[config.mk]
export PLATFORM = sky130hd
export DESIGN_NAME = branch_amend_stage_flat
export DESIGN_NICKNAME = d
export VERILOG_FILES = /design/src/rtl/branch_amend_stage_if.sv /design/src/rtl/branch_amend_stage.sv /design/src/flat_wrapper.sv
export SDC_FILE = /design/constraint.sdc
export NUM_CORES = 1
export LEC_CHECK = 0
export BUFFER_PORTS_ARGS = -buffer_cell sky130_fd_sc_hd__buf_2
export CAP_MARGIN = 25
export CORE_AREA = 2 2 188 190
export CTS_BUF_LIST = sky130_fd_sc_hd__clkbuf_8
export DETAILED_ROUTE_END_ITERATION = 8
export DIE_AREA = 0 0 190 192
export PLACE_DENSITY_LB_ADDON = 0.1
export SETUP_SLACK_MARGIN = 0.05
export SYNTH_ARGS = -nofsm -noshare
export SYNTH_HDL_FRONTEND = slang
export SYNTH_SLANG_ARGS = --single-unit
[constraint.sdc]
create_clock -name clk -period 10.15 [get_ports clk]
set_input_delay 1.015 -clock clk [delete_from_list [all_inputs] [get_ports clk]]
set_output_delay 1.015 -clock clk [all_outputs]
set_load 0.02 [all_outputs]
[src/rtl/branch_amend_stage_if.sv]
// Bundle, control and redirect signals between EXE_up, the branch-amend stage,
// PREMEM/REEXE and the front end. Master drives the bundle in, slave is the stage.
interface branch_amend_stage_if #(
    parameter int LANES    = 2,
    parameter int DATA_W   = 32,
    parameter int GPR_W    = 5,
    parameter int CKPT_W   = 16,
    parameter int REPAIR_W = 4
);
    localparam int LANE_W = (LANES > 1) ? $clog2(LANES) : 1;

    logic                       in_valid;
    logic [LANES-1:0]           in_lane_mask;
    logic [LANES*DATA_W-1:0]    in_vaddr;
    logic [LANES*DATA_W-1:0]    in_alu_res;
    logic [LANES*GPR_W-1:0]     in_write_num;
    logic [LANES*DATA_W-1:0]    in_corr_dest;
    logic [LANES-1:0]           in_corr_take;
    logic [LANES*REPAIR_W-1:0]  in_repair;
    logic [LANES*CKPT_W-1:0]    in_ckpt;
    logic                       mem_risk;
    logic                       exc_flush;
    logic                       down_allowin;

    logic                       allowin;
    logic                       out_valid;
    logic [LANES-1:0]           out_lane_mask;
    logic [LANES*DATA_W-1:0]    out_vaddr;
    logic [LANES*DATA_W-1:0]    out_alu_res;
    logic [LANES*GPR_W-1:0]     out_write_num;
    logic [LANES-1:0]           fwd_mask;
    logic                       flush;
    logic [LANE_W-1:0]          flush_lane;
    logic [DATA_W-1:0]          flush_vaddr;
    logic [DATA_W-1:0]          flush_dest;
    logic                       flush_take;
    logic [REPAIR_W-1:0]        flush_repair;
    logic [CKPT_W-1:0]          flush_ckpt;

    modport master (
        output in_valid, in_lane_mask, in_vaddr, in_alu_res, in_write_num,
               in_corr_dest, in_corr_take, in_repair, in_ckpt,
               mem_risk, exc_flush, down_allowin,
        input  allowin, out_valid, out_lane_mask, out_vaddr, out_alu_res,
               out_write_num, fwd_mask, flush, flush_lane, flush_vaddr,
               flush_dest, flush_take, flush_repair, flush_ckpt
    );

    modport slave (
        input  in_valid, in_lane_mask, in_vaddr, in_alu_res, in_write_num,
               in_corr_dest, in_corr_take, in_repair, in_ckpt,
               mem_risk, exc_flush, down_allowin,
        output allowin, out_valid, out_lane_mask, out_vaddr, out_alu_res,
               out_write_num, fwd_mask, flush, flush_lane, flush_vaddr,
               flush_dest, flush_take, flush_repair, flush_ckpt
    );
endinterface

[src/rtl/branch_amend_stage.sv]
// Multi-lane branch-amend register stage: holds one resolved bundle, redirects the
// front end once from the oldest repairing lane and kills the lanes behind it.
module branch_amend_stage #(
    parameter int LANES    = 2,
    parameter int DATA_W   = 32,
    parameter int GPR_W    = 5,
    parameter int CKPT_W   = 16,
    parameter int REPAIR_W = 4,
    parameter int KEEP_DS  = 1
) (
    input  logic                 clk,
    input  logic                 rst,
    branch_amend_stage_if.slave  bus
);
    localparam int LANE_W = (LANES > 1) ? $clog2(LANES) : 1;

    logic                       has_data_q, has_data_d;
    logic                       flushed_q,  flushed_d;
    logic [LANES-1:0]           mask_q,     mask_d;
    logic [LANES*DATA_W-1:0]    vaddr_q,    vaddr_d;
    logic [LANES*DATA_W-1:0]    alu_q,      alu_d;
    logic [LANES*GPR_W-1:0]     wnum_q,     wnum_d;
    logic [LANES*DATA_W-1:0]    dest_q,     dest_d;
    logic [LANES-1:0]           take_q,     take_d;
    logic [LANES*REPAIR_W-1:0]  repair_q,   repair_d;
    logic [LANES*CKPT_W-1:0]    ckpt_q,     ckpt_d;

    logic [LANES-1:0]           rep_vec;
    logic [LANES-1:0]           keep_vec;
    logic [LANES-1:0]           live_mask;
    logic                       any_rep;
    int                         sel_idx;
    logic                       ready;
    logic                       allowin;
    logic                       flush;
    logic                       accept;
    logic [DATA_W-1:0]          fl_vaddr;
    logic [DATA_W-1:0]          fl_dest;
    logic                       fl_take;
    logic [REPAIR_W-1:0]        fl_repair;
    logic [CKPT_W-1:0]          fl_ckpt;

    always_comb begin
        rep_vec = '0;
        for (int i = 0; i < LANES; i++) begin
            rep_vec[i] = mask_q[i] & repair_q[i*REPAIR_W];
        end
    end

    assign any_rep = |rep_vec;

    // Scanning downward leaves the oldest (lowest) repairing lane selected.
    always_comb begin
        sel_idx = 0;
        for (int i = LANES-1; i >= 0; i--) begin
            if (rep_vec[i]) sel_idx = i;
        end
    end

    always_comb begin
        keep_vec = '1;
        if (any_rep) begin
            for (int i = 0; i < LANES; i++) begin
                if (i > sel_idx + KEEP_DS) keep_vec[i] = 1'b0;
            end
        end
    end

    assign live_mask = mask_q & keep_vec;

    always_comb begin
        fl_vaddr  = '0;
        fl_dest   = '0;
        fl_take   = 1'b0;
        fl_repair = '0;
        fl_ckpt   = '0;
        for (int i = 0; i < LANES; i++) begin
            if (any_rep && (i == sel_idx)) begin
                fl_vaddr  = vaddr_q[i*DATA_W +: DATA_W];
                fl_dest   = dest_q[i*DATA_W +: DATA_W];
                fl_take   = take_q[i];
                fl_repair = repair_q[i*REPAIR_W +: REPAIR_W];
                fl_ckpt   = ckpt_q[i*CKPT_W +: CKPT_W];
            end
        end
    end

    // A repairing bundle must not redirect or leave while MEM may still raise an exception.
    assign ready   = !(bus.mem_risk & any_rep);
    assign allowin = !has_data_q | (ready & bus.down_allowin);
    assign flush   = has_data_q & any_rep & !bus.mem_risk & !flushed_q & !bus.exc_flush;
    assign accept  = allowin & bus.in_valid & !flush;

    always_comb begin
        has_data_d = has_data_q;
        mask_d     = mask_q;
        vaddr_d    = vaddr_q;
        alu_d      = alu_q;
        wnum_d     = wnum_q;
        dest_d     = dest_q;
        take_d     = take_q;
        repair_d   = repair_q;
        ckpt_d     = ckpt_q;
        if (bus.exc_flush) begin
            has_data_d = 1'b0;
            mask_d     = '0;
            vaddr_d    = '0;
            alu_d      = '0;
            wnum_d     = '0;
            dest_d     = '0;
            take_d     = '0;
            repair_d   = '0;
            ckpt_d     = '0;
        end else if (allowin) begin
            has_data_d = accept;
            if (accept) begin
                mask_d   = bus.in_lane_mask;
                vaddr_d  = bus.in_vaddr;
                alu_d    = bus.in_alu_res;
                wnum_d   = bus.in_write_num;
                dest_d   = bus.in_corr_dest;
                take_d   = bus.in_corr_take;
                repair_d = bus.in_repair;
                ckpt_d   = bus.in_ckpt;
            end
        end
    end

    // One redirect per resident bundle: cleared only when the bundle leaves or is replaced.
    always_comb begin
        flushed_d = flushed_q;
        if (bus.exc_flush || allowin) flushed_d = 1'b0;
        else if (flush)               flushed_d = 1'b1;
    end

    always_ff @(posedge clk or posedge rst) begin
        if (rst) begin
            has_data_q <= 1'b0;
            flushed_q  <= 1'b0;
            mask_q     <= '0;
            vaddr_q    <= '0;
            alu_q      <= '0;
            wnum_q     <= '0;
            dest_q     <= '0;
            take_q     <= '0;
            repair_q   <= '0;
            ckpt_q     <= '0;
        end else begin
            has_data_q <= has_data_d;
            flushed_q  <= flushed_d;
            mask_q     <= mask_d;
            vaddr_q    <= vaddr_d;
            alu_q      <= alu_d;
            wnum_q     <= wnum_d;
            dest_q     <= dest_d;
            take_q     <= take_d;
            repair_q   <= repair_d;
            ckpt_q     <= ckpt_d;
        end
    end

    assign bus.allowin       = allowin;
    assign bus.out_valid     = has_data_q & ready & bus.down_allowin & !bus.exc_flush;
    assign bus.out_lane_mask = live_mask;
    assign bus.out_vaddr     = vaddr_q;
    assign bus.out_alu_res   = alu_q;
    assign bus.out_write_num = wnum_q;
    assign bus.fwd_mask      = live_mask & {LANES{has_data_q & ready}};
    assign bus.flush         = flush;
    assign bus.flush_lane    = any_rep ? LANE_W'(sel_idx) : '0;
    assign bus.flush_vaddr   = fl_vaddr;
    assign bus.flush_dest    = fl_dest;
    assign bus.flush_take    = fl_take;
    assign bus.flush_repair  = fl_repair;
    assign bus.flush_ckpt    = fl_ckpt;
endmodule

[src/flat_wrapper.sv]
// flat-port wrapper written by rule: the top's interface ports become plain ports
module branch_amend_stage_flat 
#(
    parameter int LANES    = 2,
    parameter int DATA_W   = 32,
    parameter int GPR_W    = 5,
    parameter int CKPT_W   = 16,
    parameter int REPAIR_W = 4,
    parameter int KEEP_DS  = 1
)
  (clk, rst, bus_in_valid, bus_in_lane_mask, bus_in_vaddr, bus_in_alu_res, bus_in_write_num, bus_in_corr_dest, bus_in_corr_take, bus_in_repair, bus_in_ckpt, bus_mem_risk, bus_exc_flush, bus_down_allowin, bus_allowin, bus_out_valid, bus_out_lane_mask, bus_out_vaddr, bus_out_alu_res, bus_out_write_num, bus_fwd_mask, bus_flush, bus_flush_lane, bus_flush_vaddr, bus_flush_dest, bus_flush_take, bus_flush_repair, bus_flush_ckpt);
  branch_amend_stage_if #(.LANES(LANES), .DATA_W(DATA_W), .GPR_W(GPR_W), .CKPT_W(CKPT_W), .REPAIR_W(REPAIR_W)) bus_i ();
  input  logic clk;
  input  logic rst;
  input wire logic [$bits(bus_i.in_valid)-1:0] bus_in_valid;
  input wire logic [$bits(bus_i.in_lane_mask)-1:0] bus_in_lane_mask;
  input wire logic [$bits(bus_i.in_vaddr)-1:0] bus_in_vaddr;
  input wire logic [$bits(bus_i.in_alu_res)-1:0] bus_in_alu_res;
  input wire logic [$bits(bus_i.in_write_num)-1:0] bus_in_write_num;
  input wire logic [$bits(bus_i.in_corr_dest)-1:0] bus_in_corr_dest;
  input wire logic [$bits(bus_i.in_corr_take)-1:0] bus_in_corr_take;
  input wire logic [$bits(bus_i.in_repair)-1:0] bus_in_repair;
  input wire logic [$bits(bus_i.in_ckpt)-1:0] bus_in_ckpt;
  input wire logic [$bits(bus_i.mem_risk)-1:0] bus_mem_risk;
  input wire logic [$bits(bus_i.exc_flush)-1:0] bus_exc_flush;
  input wire logic [$bits(bus_i.down_allowin)-1:0] bus_down_allowin;
  output wire logic [$bits(bus_i.allowin)-1:0] bus_allowin;
  output wire logic [$bits(bus_i.out_valid)-1:0] bus_out_valid;
  output wire logic [$bits(bus_i.out_lane_mask)-1:0] bus_out_lane_mask;
  output wire logic [$bits(bus_i.out_vaddr)-1:0] bus_out_vaddr;
  output wire logic [$bits(bus_i.out_alu_res)-1:0] bus_out_alu_res;
  output wire logic [$bits(bus_i.out_write_num)-1:0] bus_out_write_num;
  output wire logic [$bits(bus_i.fwd_mask)-1:0] bus_fwd_mask;
  output wire logic [$bits(bus_i.flush)-1:0] bus_flush;
  output wire logic [$bits(bus_i.flush_lane)-1:0] bus_flush_lane;
  output wire logic [$bits(bus_i.flush_vaddr)-1:0] bus_flush_vaddr;
  output wire logic [$bits(bus_i.flush_dest)-1:0] bus_flush_dest;
  output wire logic [$bits(bus_i.flush_take)-1:0] bus_flush_take;
  output wire logic [$bits(bus_i.flush_repair)-1:0] bus_flush_repair;
  output wire logic [$bits(bus_i.flush_ckpt)-1:0] bus_flush_ckpt;
  assign bus_i.in_valid = bus_in_valid;
  assign bus_i.in_lane_mask = bus_in_lane_mask;
  assign bus_i.in_vaddr = bus_in_vaddr;
  assign bus_i.in_alu_res = bus_in_alu_res;
  assign bus_i.in_write_num = bus_in_write_num;
  assign bus_i.in_corr_dest = bus_in_corr_dest;
  assign bus_i.in_corr_take = bus_in_corr_take;
  assign bus_i.in_repair = bus_in_repair;
  assign bus_i.in_ckpt = bus_in_ckpt;
  assign bus_i.mem_risk = bus_mem_risk;
  assign bus_i.exc_flush = bus_exc_flush;
  assign bus_i.down_allowin = bus_down_allowin;
  assign bus_allowin = bus_i.allowin;
  assign bus_out_valid = bus_i.out_valid;
  assign bus_out_lane_mask = bus_i.out_lane_mask;
  assign bus_out_vaddr = bus_i.out_vaddr;
  assign bus_out_alu_res = bus_i.out_alu_res;
  assign bus_out_write_num = bus_i.out_write_num;
  assign bus_fwd_mask = bus_i.fwd_mask;
  assign bus_flush = bus_i.flush;
  assign bus_flush_lane = bus_i.flush_lane;
  assign bus_flush_vaddr = bus_i.flush_vaddr;
  assign bus_flush_dest = bus_i.flush_dest;
  assign bus_flush_take = bus_i.flush_take;
  assign bus_flush_repair = bus_i.flush_repair;
  assign bus_flush_ckpt = bus_i.flush_ckpt;
  branch_amend_stage #(.LANES(LANES), .DATA_W(DATA_W), .GPR_W(GPR_W), .CKPT_W(CKPT_W), .REPAIR_W(REPAIR_W), .KEEP_DS(KEEP_DS)) u_core (.clk(clk), .rst(rst), .bus(bus_i));
endmodule
==> impl_metrics.yaml, run 1 <==
status:
  status: "finished clean"
synthesis:
  post_synth_num_cell_types: 23
  yosys.area.top_type: "dfrtp_1"
  syn_nets: 1448
  netlist_instances: 1196
  synth_area_leaders: "dfrtp_1, mux2i_1, nand2_1"
  ys_warn_count: 0
  syn_area_um2: 12050
  yosysTopAreaCellShare: 0.5152
  yosysSeqAreaShare: 0.5152
  ys_ff_latch: 248
  syn-mean-instance-area_um2: 10.07
worst_setup_path:
  rr_worst_depth: 5
  critPathCaptureType: "flop"
  path_class: "flop to flop"
  critPathMaxFanout: 52
  critPathLaunchType: "flop"
  r2r_slack_ps: 6550
  critPathRequiredTime_ps: 10600
  rr_endpoint: "u_core.bus.out_alu_res[16]"
  r2r-start: "u_core.mask_q[0]"
  crit_start: "u_core.mask_q[0]"
  arrival_ps: 4050
timing:
  period_needed_ps: 3597
  fin_crit_sh: 0.3544
  max_freq_ghz: 0.2780
  max_slew_margin: 0.2789
  slew_viol_final: 0
  hold_viol: 0
  worst_pin_slew_ps: 1082
  setup_violations: 0
  fin_worst_skew_ps: 29.06
  timing.setup.tns_ps: 0
  rsz0062_at_grt: "false"
power_and_ir_drop:
  p_leak_uw: 0.008665
  p_sw_uw: 725.9
  combPwrFrac: 0.171
  p_clk_frac: 0.372
  seqPwrFrac: 0.457
  ir_drop_v: 0.00008282
  swShare: 0.2961
  p_int_uw: 1725
  powerDensity_nw_per_um2: 159.1
routing:
  vias: 10032
  ant_nets: 0
  vias_per_cell: 4.723
  wl_per_cell_um: 17.66
  first_pass_iters: 4
  drc: 0
  drtIter0Drc: 517
  wirelength_um: 37520
clock_tree:
  h-tree-depth: 2
  clk_pin_slew_worst_paths_ps: 60
  cts_tree: "done"
  clock_latency_ps: 560
  post_cts_buffers: 0
  root_buffer: "clkbuf_8"
  clkSinkCount: 248
  cts_buffer_depth: 3
  cts_hold_buf: 0
  cts_buffers: 45
  cts_resized: 0
cells_and_area:
  fin_area_um2: 15410
  fin_nets: 1887
  mostFrequentLayoutCells: "nand2_1, buf_2, dfrtp_1"
  area_delta_synth_final_pct: 27.90
  drive_above_1_share: 0.3347
  fillerInstances: 3429
  final_common_cell: "nand2_1"
global_route:
  grt_pass1_wl_um: 56840
  antenna_found_initial: 13
  grt_pass1_vias: 10038
  overflow: 0
  grt_usage: 0.1995
  grt_max_degree: 245
worst_hold_path:
  hold_end: "u_core.bus.out_alu_res[1]"
  hold_depth: 2
  hold_path_class: "flop to flop"
  hold_start: "u_core.bus.out_alu_res[1]"
placed_design:
  placed_area_um2: 14510
  io_buffers: 482
  dp_hpwl_um: 25190
  gp_congestion: 0.7985
die:
  fp-row-count: 68
  ios: 483
  die_x_um: 190
  core_um2: 34290
  die_h_um: 192
  dieArea_um2: 36480
  start_util: 0.3513
flow_run:
  max_cap_violations: 0
## worst max-delay path by stage
stage,slack (ps),cells past startpoint,end
4_1_cts,6490,5,bus_flush_dest[0]
2_1_floorplan,2320,1,u_core.bus.out_alu_res[0]
5_1_grt,6350,5,u_core.bus.out_vaddr[45]
6_report,6550,5,u_core.bus.out_alu_res[16]
3_3_place_gp,6090,6,u_core.bus.out_alu_res[26]
3_5_place_dp,6060,6,u_core.bus.out_vaddr[60]
## worst max-delay path, cell delays in order (launching register included)
cell and delay [ps]:
dfrtp_1 410, a22o_2 310, o221ai_4 810, buf_4 830, buf_4 770, mux2i_1 270
## sequential cells by signal, summed over array words and instances (netlist names)
name	count
u_core.take_q	2
u_core.has_data_q	1
u_core.mask_q	2
u_core.bus.out_vaddr	64
u_core.bus.out_write_num	10
u_core.repair_q	8
u_core.dest_q	64
u_core.ckpt_q	32
u_core.bus.out_alu_res	64
u_core.flushed_q	1
## power by group through the flow
stage	Combinational, µW	Clock, µW	Sequential, µW
2_1_floorplan	238	0	1180
3_3_place_gp	421	0	1130
3_5_place_dp	425	0	1140
4_1_cts	425	951	1120
5_1_grt	460	993	1130
6_report	419	912	1120
## stage by stage
step	worst slack, ps	hold WS [ps]	std cells	total power, µW	util
after floorplan	2320	500.5	1196	1417	-
after global placement	6093	507.8	2042	1555	0.4233
after detailed placement	6056	511.5	2042	1560	0.4233
after CTS	6488	524.2	2118	2496	0.4481
after global routing	6347	544.3	2124	2582	0.4493
final	6553	521.3	2124	2451	0.4493
## per-layer routing
metal,routed length (µm),vias up,global-route usage
met1,15100,4743,0.2428
li1,-,4861,-
met3,3327,58,0.06943
met4,699,12,0.06261
met5,59,-,0
met2,18330,358,0.3323
## cells in the mapped netlist, drive strengths merged
cell	number
nor2	3
clkbuf	64
a21oi	1
nor2b	2
o31a	1
nand2	496
and3	5
mux2i	246
and2	1
a22o	85
dfrtp	248
buf	36
inv	4
o221ai	1
nand4b	1
nand2b	1
o22ai	1
## layout make-up
cell class	count	area (µm²)	share of cell area
Sequential cell	248	6206	0.4028
Tap cell	455	569.3	0.03695
Clock buffer	56	770.7	0.05003
Inverter	4	30.03	0.001949
Clock inverter	20	82.58	0.005360
Multi-Input combinational cell	844	5202	0.3377
Timing Repair Buffer	492	2532	0.1644
Antenna cell	5	12.51	0.0008122
## logic make-up (layout without fill, tap and decap cells)
group | Yosys count | count (layout) | synth area share
AND/OR/NAND/NOR | 509 | 509 | 0.1609
AO/OA/AOI/OAI | 89 | 89 | 0.06575
flip-flops | 248 | 248 | 0.5152
other | 0 | 5 | 0
buffers and inverters | 104 | 572 | 0.05370
multiplexers | 246 | 246 | 0.2044
No activity file was read; power rests on OpenSTA's default activity.
==> inputs of run 2 (changes only) <==
==> constraint.sdc (replaced) <==
create_clock -name clk -period 3.3 [get_ports clk]
set_input_delay 0.33 -clock clk [delete_from_list [all_inputs] [get_ports clk]]
set_output_delay 0.33 -clock clk [all_outputs]
set_load 0.02 [all_outputs]
==> run 2 against run 1 <==
Critical path depth decreased by 1. Highest routed layer unchanged. Via count increased by 10%. Cell area grew 15%. Critical path type is now flop to primary output. Clock power rose to 3.1 times the previous value. Setup slack lost 6100 ps. Flip-flop and latch count unchanged. Sequential share of layout area is 5.2 points lower. First-iteration DRC count up 0.19%. Non-clock buffer count rose by 227. Final cell count grew 10%. Global-route usage grew 1.4 points.
==> impl_metrics.yaml, run 2 (same netlist as run 1, synthesis figures left out) <==
status:
  status: "finished clean"
worst_hold_path:
  hold_end: "u_core.ckpt_q[23]"
  hold_start: "bus_in_ckpt[23]"
  hold_path_class: "input pin to flop"
  hold_depth: 3
power_and_ir_drop:
  p_sw_uw: 2296
  powerDensity_nw_per_um2: 441.7
  p_int_uw: 5511
  p_leak_uw: 0.009638
  combPwrFrac: 0.195
  seqPwrFrac: 0.443
  swShare: 0.2941
  finalPower_uw: 7808
  p_clk_frac: 0.362
  ir_drop_v: 0.0002336
timing:
  hold_viol: 0
  rsz0062_at_grt: "false"
  setup_violations: 0
  slew_viol_final: 0
  fin_worst_skew_ps: 13.83
  fin_crit_sh: 0.8645
  holdWs_ps: 39.96
  max_freq_ghz: 0.3505
  worst_pin_slew_ps: 851.6
  period_needed_ps: 2853
  layout_setup_ws_ps: 447.1
  max_slew_margin: 0.4310
cells_and_area:
  fin_nets: 2114
  drive_above_1_share: 0.3009
  final_util: 0.5155
  fin_cells: 2347
  final_common_cell: "nand2_1"
  mostFrequentLayoutCells: "nand2_1, buf_2, dfrtp_1"
  area_delta_synth_final_pct: 46.75
placed_design:
  gp_congestion: 0.8187
  dp_hpwl_um: 27020
  io_buffers: 482
  dp_slack_ps: 1087
  dpl.cell_count: 2057
worst_setup_path:
  r2r_slack_ps: 1190
  critPathMaxFanout: 50
  path_class: "flop to primary output"
  crit_start: "u_core.mask_q[0]"
  critPathRequiredTime_ps: 2970
  r2r-start: "u_core.mask_q[0]"
  rr_worst_depth: 5
  crit_family: "buffers and inverters"
  critPathBufInv: 2
  slowest_delay_ps: 590
  critPathLaunchType: "flop"
  critPathCaptureType: "primary output"
  cp_slowest_cell: "buf_4"
  rr_endpoint: "u_core.ckpt_q[7]"
  arrival_ps: 2520
  cp_cell_sequence: "and2_4 > buf_4 > a22o_1 > buf_2"
die:
  fp-row-count: 68
  die_x_um: 190
  start_util: 0.3513
  die_h_um: 192
  core_um2: 34290
  dieArea_um2: 36480
  ios: 483
global_route:
  antenna_found_initial: 5
  grt_pass1_vias: 11217
  grt_max_degree: 110
  grt_usage: 0.2137
  overflow: 0
  grt_pass1_wl_um: 61280
routing:
  first_pass_iters: 5
  drtIter0Drc: 518
  wirelength_um: 40400
  ant_nets: 0
  vias: 11040
  vias_per_cell: 4.704
  wl_per_cell_um: 17.21
  drc: 0
clock_tree:
  cts_buffer_depth: 3
  cts_buffers: 45
  clkSinkCount: 248
  h-tree-depth: 2
  clk_pin_slew_worst_paths_ps: 60
  cts_tree: "done"
  post_cts_buffers: 0
  root_buffer: "clkbuf_8"
  clock_latency_ps: 560
flow_run:
  max_cap_violations: 0
==> run 2: power groups by stage <==
stage | logic [µW] | clock network, µW | registers [µW]
CTS | 1530 | 2940 | 3450
global route | 1650 | 3080 | 3480
finish | 1520 | 2830 | 3460
floorplan | 733 | 0 | 3630
global placement | 1310 | 0 | 3500
detailed placement | 1330 | 0 | 3500
==> run 2: per-layer routing <==
metal,GRT usage,part of all wire
met4,0.07066,0.024
met2,0.3666,0.49
met5,0,0.00067
met3,0.05555,0.069
met1,0.2615,0.42
==> run 2: worst max-delay path by stage <==
stage,cells past startpoint,end
after floorplan,1,u_core.bus.out_alu_res[0]
after global placement,4,bus_flush_vaddr[30]
after detailed placement,4,bus_flush_ckpt[11]
after CTS,4,bus_flush_ckpt[11]
after global routing,4,bus_flush_vaddr[24]
final,4,bus_flush_vaddr[19]
==> run 2: worst reg2reg max path, stage by stage (launching register included) <==
cell and delay [ps]:
dfrtp_1 420, a22o_2 310, o221ai_4 280, buf_4 350
buf_4 410, mux2i_1 260
==> run 2: stage by stage <==
step / setup TNS [ps] / area [µm²]
6_report: 0 / 17680
5_1_grt: 0 / 17680
4_1_cts: 0 / 17670
3_5_place_dp: 0 / 14680
3_3_place_gp: 0 / 14680
2_1_floorplan: -71850 / 12050
==> run 2: timing repair <==
item,4_1_cts,5_1_grt
endpoints found under the hold margin,240,0
hold buffers,213,0
gates resized for setup,0,0
==> run 2: layout make-up <==
type                            count  area, µm²
Fill cell                        3262      16610
Sequential cell                   248       6206
Multi-Input combinational cell    844       5202
Timing Repair Buffer              719       4812
Clock buffer                       54      743.2
Tap cell                          455      569.3
Clock inverter                     22      115.1
Inverter                            4      26.28
Antenna cell                        1      2.502
==> inputs of run 3 (changes only) <==
==> constraint.sdc (replaced) <==
create_clock -name clk -period 2.4 [get_ports clk]
set_input_delay 0.24 -clock clk [delete_from_list [all_inputs] [get_ports clk]]
set_output_delay 0.24 -clock clk [all_outputs]
set_load 0.02 [all_outputs]
==> run 3 against run 2 <==
Combinational power is 44% higher. Setup slack worse by 310 ps. Clock skew is 2.8 ps higher. Flip-flop and latch count stayed put. Clock power is 46% higher. Worst hold slack better by 120 ps. Count of clock-buffer cells in the layout is 10 higher. Highest routed layer is now met4. Final cell count is 2.1% higher. First-iteration DRC count is 3.5% higher. Critical endpoint is now bus_flush_dest[21]. Cell area is 4.3% higher. Die area stayed put. Critical path type unchanged.
==> impl_metrics.yaml, run 3 (same netlist as run 1, synthesis figures left out) <==
cells_and_area:
  fillerInstances: 3105
  seqCellArea_um2: 6206
  final_util: 0.5376
  final_common_cell: "nand2_1"
  fin_nets: 2161
  mostFrequentLayoutCells: "nand2_1, buf_2, dlygate4sd3_1"
  drive_above_1_share: 0.3048
  area_delta_synth_final_pct: 53.04
  multi_input_area_um2: 5202
die:
  start_util: 0.3513
  dieArea_um2: 36480
  core_um2: 34290
  die_h_um: 192
  fp-row-count: 68
  ios: 483
  die_x_um: 190
clock_tree:
  clkSinkCount: 248
  clock_latency_ps: 570
  clk_pin_slew_worst_paths_ps: 60
  cts_buffers: 45
  h-tree-depth: 2
  cts_tree: "done"
  cts_buffer_depth: 3
  root_buffer: "clkbuf_8"
worst_setup_path:
  critPathRequiredTime_ps: 2160
  arrival_ps: 2020
  critPathLaunchType: "flop"
  path_class: "flop to primary output"
  critPathMaxFanout: 21
  critPathCaptureType: "primary output"
power_and_ir_drop:
  powerDensity_nw_per_um2: 600.2
  ir_drop_v: 0.0003241
  p_leak_uw: 0.009916
timing:
  max_slew_margin: 0.4284
  period_needed_ps: 2258
  max_freq_ghz: 0.4429
  rsz0062_at_grt: "true"
  fin_worst_skew_ps: 16.67
  timing.setup.tns_ps: 0
  setup_violations: 0
  fin_crit_sh: 0.9409
  worst_pin_slew_ps: 857.4
  slew_viol_final: 0
  hold_viol: 0
global_route:
  antenna_found_initial: 3
  grt_usage: 0.2154
  grt_pass1_wl_um: 62210
  grt_pass1_vias: 11478
  grt_max_degree: 134
  overflow: 0
placed_design:
  dp_hpwl_um: 26390
  gp_congestion: 0.8180
  io_buffers: 482
flow_run:
  max_cap_violations: 0
routing:
  vias: 11296
  wl_met1_um: 16990
  first_pass_iters: 5
  route.met2.wl_um: 19700
  vias_per_cell: 4.713
  drc: 0
  ant_nets: 0
  topRoutingLayerUsed: "met4"
  drtIter0Drc: 536
  wl_per_cell_um: 17.07
  wl_met3_um: 2750
  wirelength_um: 40920
worst_hold_path:
  hold_path_class: "input pin to flop"
status:
  status: "finished clean"
run 3: path summary, 6_finish.rpt:
kind | startpoint | end | slack [ps] | depth (start not counted)
min in group asynchronous | rst | u_core.dest_q[3] | 450 | 4
max reg2reg | u_core.mask_q[0] | u_core.dest_q[55] | 500 | 5
min reg2reg | u_core.bus.out_alu_res[18] | u_core.bus.out_alu_res[18] | 520 | 2
min | bus_mem_risk | u_core.has_data_q | 160 | 3
max | u_core.mask_q[0] | bus_flush_dest[21] | 140 | 6
max in group asynchronous | rst | u_core.ckpt_q[14] | 1240 | 4
run 3: area by class of cell:
class                   instances  area share
inverters                       4    0.001425
diodes                          3   0.0004072
clock buffers                  64     0.04778
clock inverters                13    0.003054
multi-input cells             844      0.2822
repair buffers                766      0.2976
well taps                     455     0.03088
flip-flops and latches        248      0.3367
run 3: critical path: stages (launching register included):
cell and delay, ps:
dfrtp_1 410, and2_4 190, nor2_4 130, buf_12 160, buf_16 170, a22o_1 190, buf_2 180
run 3: per-layer routing:
layer / up-vias / global-route usage
met5: - / 0
met3: 89 / 0.05609
met1: 5410 / 0.2617
li1: 5412 / -
met4: 0 / 0.08766
met2: 385 / 0.3641
run 3: report_power, final:
group / internal [µW] / switching [µW]
sequential: 4510 / 228
clock: 2340 / 1800
combinational: 1010 / 1170
total: 7870 / 3200
run 3: repair_timing:
| action | in CTS | in global routing |
|---|---|---|
| pin swaps | 1 | 0 |
| endpoints found under the setup margin | 13 | 72 |
| hold buffers | 249 | 0 |
| setup buffers | 5 | 0 |
| gates cloned | 2 | 2 |
| hold endpoints to repair | 462 | 0 |
| resized for setup | 2 | 17 |
run 3: through the flow:
stage | hold slack (ps) | area, µm² | power, µW | setup WS, ps | instances
2_1_floorplan | 377.1 | 12050 | 5996 | -1100 | 1196
3_3_place_gp | 491.4 | 14800 | 6635 | 524.6 | 2059
3_5_place_dp | 495.7 | 14800 | 6656 | 483.6 | 2059
4_1_cts | 114.0 | 18360 | 11220 | 36.06 | 2392
5_1_grt | 138.5 | 18430 | 11640 | 32.06 | 2397
6_report | 162.7 | 18430 | 11060 | 141.9 | 2397
